===== config.mk =====
export PLATFORM = sky130hd
export DESIGN_NAME = wb_stage
export DESIGN_NICKNAME = d
export VERILOG_FILES = /design/src/rtl/wb_stage.sv
export SDC_FILE = /design/constraint.sdc
export NUM_CORES = 1
export LEC_CHECK = 0
export CAP_MARGIN = 20
export CELL_PAD_IN_SITES_DETAIL_PLACEMENT = 1
export CELL_PAD_IN_SITES_GLOBAL_PLACEMENT = 1
export CORE_ASPECT_RATIO = 0.8
export CORE_MARGIN = 1
export CORE_UTILIZATION = 33
export CTS_CLUSTER_DIAMETER = 60
export CTS_CLUSTER_SIZE = 12
export DETAILED_ROUTE_END_ITERATION = 10
export GPL_TIMING_DRIVEN = 1
export MAX_ROUTING_LAYER = met4
export PLACE_DENSITY = 0.94
export SYNTH_ARGS = -nofsm -noshare
export SYNTH_HDL_FRONTEND = slang
export SYNTH_SLANG_ARGS = --single-unit

===== constraint.sdc =====
create_clock -name clk -period 4.3 [get_ports clk]
set_input_delay 0.645 -clock clk [delete_from_list [all_inputs] [get_ports clk]]
set_output_delay 0.645 -clock clk [all_outputs]
set_load 0.1 [all_outputs]

===== src/rtl/wb_stage.sv =====
//==============================================================================
// Module   : wb_stage
// Purpose  : DLX write-back stage. Holds the MEM/WB register, waits for
//            variable-latency load data and drives the register-file write port.
//            Optional retire counter is enabled by defining WB_RETIRE_CNT_EN.
// Revision : 1.0 - initial release
//==============================================================================
`default_nettype none

module wb_stage (
    input  logic        clk,
    input  logic        reset,
    input  logic        in_valid,
    output logic        in_ready,
    input  logic [31:0] alu_result_in,
    input  logic [4:0]  write_reg_in,
    input  logic        reg_write_in,
    input  logic        memtoreg_in,
    input  logic [31:0] mem_rdata,
    input  logic        mem_rvalid,
    output logic        reg_write,
    output logic [4:0]  write_reg,
    output logic [31:0] write_data,
    output logic        err_spurious
`ifdef WB_RETIRE_CNT_EN
    ,
    output logic [31:0] retire_count
`endif
);

    localparam logic [1:0] S_IDLE     = 2'd0;
    localparam logic [1:0] S_WAIT_MEM = 2'd1;
    localparam logic [1:0] S_COMMIT   = 2'd2;
    localparam logic [4:0] c_ZERO_REG = 5'd0;

    logic [1:0]  r_state;
    logic [1:0]  w_next_state;
    logic        w_accept;
    logic        w_load_accept;
    logic        w_spurious;
    logic        r_pend_we;
    logic [4:0]  r_pend_reg;
    logic        r_out_we;
    logic [4:0]  r_out_reg;
    logic [31:0] r_out_data;
    logic        r_err;
    logic        w_commit_we;
    logic [4:0]  w_commit_reg;
    logic [31:0] w_commit_data;

    assign w_accept      = in_valid && in_ready;
    assign w_load_accept = w_accept && memtoreg_in;
    // Only an outstanding load or a load accepted in the same cycle may consume rvalid.
    assign w_spurious    = mem_rvalid && (r_state != S_WAIT_MEM) && !w_load_accept;

    always_ff @(posedge clk or posedge reset) begin
        if (reset) begin
            r_state <= S_IDLE;
        end else begin
            r_state <= w_next_state;
        end
    end

    always_comb begin
        w_next_state = r_state;
        case (r_state)
            S_WAIT_MEM: begin
                if (mem_rvalid) begin
                    w_next_state = S_COMMIT;
                end
            end
            default: begin
                if (w_accept) begin
                    w_next_state = (!memtoreg_in || mem_rvalid) ? S_COMMIT : S_WAIT_MEM;
                end else begin
                    w_next_state = S_IDLE;
                end
            end
        endcase
    end

    always_comb begin
        in_ready  = (r_state != S_WAIT_MEM);
        reg_write = (r_state == S_COMMIT) && r_out_we;
    end

    // Commit source: pending load fields while waiting, otherwise the incoming instruction.
    always_comb begin
        if (r_state == S_WAIT_MEM) begin
            w_commit_we   = r_pend_we;
            w_commit_reg  = r_pend_reg;
            w_commit_data = mem_rdata;
        end else begin
            w_commit_we   = reg_write_in;
            w_commit_reg  = write_reg_in;
            w_commit_data = memtoreg_in ? mem_rdata : alu_result_in;
        end
    end

    always_ff @(posedge clk or posedge reset) begin
        if (reset) begin
            r_pend_we  <= 1'b0;
            r_pend_reg <= 5'd0;
            r_out_we   <= 1'b0;
            r_out_reg  <= 5'd0;
            r_out_data <= 32'd0;
            r_err      <= 1'b0;
        end else begin
            if (w_accept) begin
                r_pend_we  <= reg_write_in;
                r_pend_reg <= write_reg_in;
            end
            if (w_next_state == S_COMMIT) begin
                r_out_we   <= w_commit_we && (w_commit_reg != c_ZERO_REG);
                r_out_reg  <= w_commit_reg;
                r_out_data <= w_commit_data;
            end
            if (w_spurious) begin
                r_err <= 1'b1;
            end
        end
    end

    assign write_reg    = r_out_reg;
    assign write_data   = r_out_data;
    assign err_spurious = r_err;

`ifdef WB_RETIRE_CNT_EN
    logic [31:0] r_retire_count;

    always_ff @(posedge clk or posedge reset) begin
        if (reset) begin
            r_retire_count <= 32'd0;
        end else if (r_state == S_COMMIT) begin
            r_retire_count <= r_retire_count + 32'd1;
        end
    end

    assign retire_count = r_retire_count;
`endif

endmodule

`default_nettype wire


==> metrics.txt, run 1 <==
# rows=26; final hold slack=0.472 ns; area delta synth->final=57.8%; RR Startpoint=r_state[1]; RR Endpoint=write_reg[2]; Worst path max stage delay=1.00 ns; crit start category=register; Worst EP required=3.65 ns; clk slew on worst S/H paths=0.08 ns; CTS H-tree depth=2; status=finished, final reports clean; Hold Path Stages=1; Worst Hold Endpoint=err_spurious; commonest cells after routing, fill and taps aside=114 x clkdlybuf4s50_1, 66 x mux2_2, 47 x dfrtp_1; DR WL/cell=16.1 µm; worst slew pin tran=1.01 ns; Hold Fails Final Rpt=0; Vias=1,750; worst path arrival time=2.21 ns; drt total wl=5930 µm; delay-heaviest family, CP=buffers and inverters; clock tree buffer depth=2; f_max=350 MHz; Die X-Extent=95.3 µm; pwr dens=474 nW/µm²; Chip Height=76.6 µm; initial antenna violation count=0; CTS resizes=0; Post-CTS Setup Bufs=0; hold_sp=err_spurious; Distinct cells, synth=22; setup violators final=0; I/O Buffers=114; Worst-Skew Late Latency=0.29 ns; worst path bufs/invs=2; crit path time final=2.86 ns; FF+latch count, synth=47; starting density of the core=0.351; Final Cycle Share=0.665; Crit Path Max Fanout=11; Crit. End Element=output port; Core ar.=6540 µm²; multi-input combinational cell area=1070 µm²; Post-CTS Hold Fix Bufs=0; Synth Area per Inst=13.6 µm²; gate count after technology mapping=169; FF-to-FF path depth=5; Cell Area, Synth=2300 µm²; Final ANT Viol Nets=0; DRT Pass-1 Iters=4; total track usage=0.168; RSZ-0062 raised after global routing=no; dpl hpwl=4560 µm; Relative slew margins=0.327; CTS tree=yes; DP Worst Slack=1.51 ns; Slowest-stage cell, CP=clkdlybuf4s50_1; vias per cell=4.74; clk_skew=0.00653 ns; total power draw=0.00172 W; number of top-level pins=115; final worst-path setup slack=1.44 ns; Inserted Diodes=0; share of cells above drive strength 1=0.312; vias in the first global route=1,915; Hold Path Class=register to register; register area=1180 µm²; Post-DP Area=3510 µm²; Net Count, Synth=244; die area=7300 µm²; global-route wire length before repair=9200 µm; root buf cell=clkbuf_8; VDD IR max=0.238 mV; fillers=676; leak pwr=1.49 nW; post-synthesis sequential area ratio=0.512; drc violations=0; CTS Buf Count=5; worst setup path start=r_state[1]; fin. max-slew vios=0; Final #Nets=360; flop-to-flop setup slack=2.01 ns; largest net degree at the start of global routing=48; setup tns final=0 ns; grt total ovfl=0; commonest non-fill, non-tap cell in the layout=clkdlybuf4s50_1; Worst Setup Path Type=register to output port; fin area=3620 µm²; Max-Cap Viols=0; 1st-iter DRT viols=52; RD Place Congestion=0.779; Synth Warn #=0; Largest register FFs=32; CP Cell Sequence=nor2b_4 -> inv_2 -> clkdlybuf4s50_1; CTS Sinks=47
## layer usage
| metal | routed length [µm] | vias up | track usage |
|---|---|---|---|
| met5 | 0 | - | - |
| met4 | 51 | 0 | 0.0318 |
| met3 | 493 | 7 | 0.0359 |
| met2 | 2900 | 80 | 0.289 |
| met1 | 2480 | 843 | 0.203 |
| li1 | - | 820 | - |
## power by group
group          leakage (nW)  switching (W)  total, W  internal (W)
registers             0.550      0.0000425  0.000559      0.000517
logic                 0.897       0.000618  0.000891      0.000273
clock network        0.0470       0.000138  0.000265      0.000126
## worst max path at each step
stage	endpoint	cells past startpoint
6_report	in_ready	3
5_1_grt	in_ready	3
4_1_cts	in_ready	3
3_5_place_dp	write_data[30]	5
3_3_place_gp	write_data[27]	5
2_1_floorplan	reg_write	2
## cells by family after synthesis
kind of cell,count (synthesis),share of synthesized area
muxes,74,0.376
and+or+nand+nor,30,0.0599
DFF,47,0.512
buffers and inverters,11,0.0289
AOI/OAI and AO/OA,7,0.0229
## stage by stage
step / utilization / std cells
6_report: 0.554 / 369
5_1_grt: 0.554 / 369
4_1_cts: 0.551 / 368
3_5_place_dp: 0.538 / 361
3_3_place_gp: 0.538 / 361
2_1_floorplan: - / 169
## layout make-up
cell class | count | area share
clock buffer | 6 | 0.0228
clock inverter | 1 | 0.00138
inverter | 3 | 0.00311
timing repair buffer | 117 | 0.325
tap | 84 | 0.0290
sequential | 47 | 0.325
multi-input combinational | 111 | 0.294
## cells in the mapped netlist
cell type / n / area (µm²)
nand2_1: 20 / 75.1
a22o_1: 1 / 8.76
dfrtp_1: 47 / 1180
o2bb2ai_1: 1 / 8.76
o22ai_2: 1 / 12.5
a21o_1: 1 / 7.51
nand3_1: 1 / 5.00
buf_4: 1 / 7.51
inv_2: 1 / 3.75
buf_6: 2 / 22.5
inv_1: 2 / 7.51
nor2b_4: 1 / 13.8
a21oi_1: 2 / 10.0
o21ai_0: 1 / 5.00
buf_2: 5 / 25.0
nor2_2: 1 / 6.26
or4_1: 1 / 7.51
nor2_1: 2 / 7.51
nor3_1: 3 / 15.0
mux2_2: 66 / 743
nand3b_1: 1 / 7.51
mux2_4: 8 / 120
(Power assumes the default switching activity.)
==> run 2: changes to the inputs <==
--- a/config.mk
+++ b/config.mk
@@ -10,13 +10,13 @@
 export CELL_PAD_IN_SITES_GLOBAL_PLACEMENT = 1
 export CORE_ASPECT_RATIO = 0.8
 export CORE_MARGIN = 1
-export CORE_UTILIZATION = 33
+export CORE_UTILIZATION = 31
 export CTS_CLUSTER_DIAMETER = 60
 export CTS_CLUSTER_SIZE = 12
 export DETAILED_ROUTE_END_ITERATION = 10
 export GPL_TIMING_DRIVEN = 1
 export MAX_ROUTING_LAYER = met4
-export PLACE_DENSITY = 0.94
+export PLACE_DENSITY = 0.89
 export SYNTH_ARGS = -nofsm -noshare
 export SYNTH_HDL_FRONTEND = slang
 export SYNTH_SLANG_ARGS = --single-unit
==> constraint.sdc (replaced) <==
create_clock -name clk -period 2.65 [get_ports clk]
set_input_delay 0.3975 -clock clk [delete_from_list [all_inputs] [get_ports clk]]
set_output_delay 0.3975 -clock clk [all_outputs]
set_load 0.1 [all_outputs]
==> run 2 against run 1 <==
The flow now finishes with violations (design-rule violations); hold slack got worse by 0.10 ns; total power is 60% higher; clock power rose by 63%; first-iteration DRC count up 3.8%; setup slack worse by 0.67 ns; combinational power increased by 57%; critical endpoint unchanged.
==> metrics.txt, run 2 (synthesis results as in run 1) <==
vias per cell=4.69; CTS H-tree depth=2; setup tns final=0 ns; root buf cell=clkbuf_8; number of top-level pins=115; multi-input combinational cell area=1070 µm²; setup violators final=0; RSZ-0062 raised after global routing=no; Inserted Diodes=0; commonest non-fill, non-tap cell in the layout=clkdlybuf4s50_1; I/O Buffers=114; initial antenna violation count=0; CTS Buf Count=5; fillers=734; DR WL/cell=15.4 µm; Chip Height=79.0 µm; CTS resizes=0; drt total wl=5790 µm; fin area=3540 µm²; VDD IR max=0.303 mV; grt total ovfl=0; 1st-iter DRT viols=54; Worst EP required=2.25 ns; crit start category=register; global-route wire length before repair=9800 µm; Core ar.=7030 µm²; largest net degree at the start of global routing=23; leak pwr=1.54 nW; # rows=27; Final Cycle Share=0.709; Vias=1,758; total track usage=0.165; Die X-Extent=98.2 µm; worst slew pin tran=0.369 ns; failing checks=design-rule violations; Worst Setup Path Type=register to output port; Post-DP Area=3450 µm²; vias in the first global route=1,976; Worst-Skew Late Latency=0.29 ns; Relative slew margins=0.754; dpl hpwl=4490 µm; area delta synth->final=54.0%; Final #Nets=363; crit path time final=1.88 ns; Post-CTS Hold Fix Bufs=0; f_max=532 MHz; clk slew on worst S/H paths=0.09 ns; Crit Path Max Fanout=11; Largest register FFs=32; Post-CTS Setup Bufs=0; commonest cells after routing, fill and taps aside=74 x clkdlybuf4s50_1, 66 x mux2_2, 47 x dfrtp_1; pwr dens=775 nW/µm²; worst path arrival time=1.48 ns; CTS Sinks=47; Crit. End Element=output port; post-layout util=0.503; share of cells above drive strength 1=0.458; Final ANT Viol Nets=0; clock tree buffer depth=2; starting density of the core=0.327; clk_skew=0.00922 ns; CTS tree=yes; DRT Pass-1 Iters=7; RD Place Congestion=0.731; die area=7760 µm²; Hold Path Class=primary input to asynchronous set/reset pin; fin. max-slew vios=0; drc violations=9; Max-Cap Viols=0; Hold Fails Final Rpt=0; flop-to-flop setup slack=0.85 ns; status=finished with violations; register area=1180 µm²
[run 2: cell count changes in the layout (fill, tap and decap cells not counted)]
cell / change
buf_12: -1
clkdlybuf4s50_1: -40
buf_4: +44
[run 2: metrics by stage]
step	instances	worst slack (ns)	hold slack [ns]	power (W)
final	375	0.771	0.370	0.00274
after global placement	368	0.545	0.446	0.00231
after floorplan	169	0.562	0.447	0.00196
after CTS	375	0.747	0.363	0.00278
after global routing	375	0.664	0.402	0.00285
after detailed placement	368	0.502	0.461	0.00233
[run 2: final timing paths]
path / to / depth (start not counted) / startpoint
max in group asynchronous: write_data[22] / 3 / reset
worst min register to register: err_spurious / 1 / err_spurious
min in group clk: err_spurious / 1 / err_spurious
worst max-delay path: in_ready / 3 / r_state[1]
worst max register to register: write_data[16] / 5 / r_state[1]
worst min-delay path: r_pend_reg[3] / 2 / reset
[run 2: cell type report]
| type | count | share of cell area |
|---|---|---|
| clock buffers | 6 | 0.0234 |
| clock inverters | 1 | 0.00142 |
| inverters | 3 | 0.00318 |
| multi-input cells | 111 | 0.301 |
| flip-flops and latches | 47 | 0.333 |
| well taps | 87 | 0.0308 |
| repair buffers | 120 | 0.307 |
[run 2: worst max-delay path, stage by stage, from the launching register on]
cell	delay, ns
dfrtp_1	0.42
nor2b_4	0.34
inv_2	0.16
buf_4	0.27
[run 2: power breakdown]
group | internal (W) | leakage [nW] | total (W) | switching (W)
combinational | 0.000406 | 0.942 | 0.00140 | 0.000993
clock | 0.000205 | 0.0470 | 0.000431 | 0.000225
sequential | 0.000839 | 0.550 | 0.000910 | 0.0000716
[run 2: layer usage]
layer  share of wire  global-route usage  vias to the layer above
met1            0.42               0.201                      853
met2            0.51               0.288                       72
met3           0.070              0.0379                        2
li1                -                   -                      831
met5               0                   -                        -
met4          0.0041              0.0269                        0
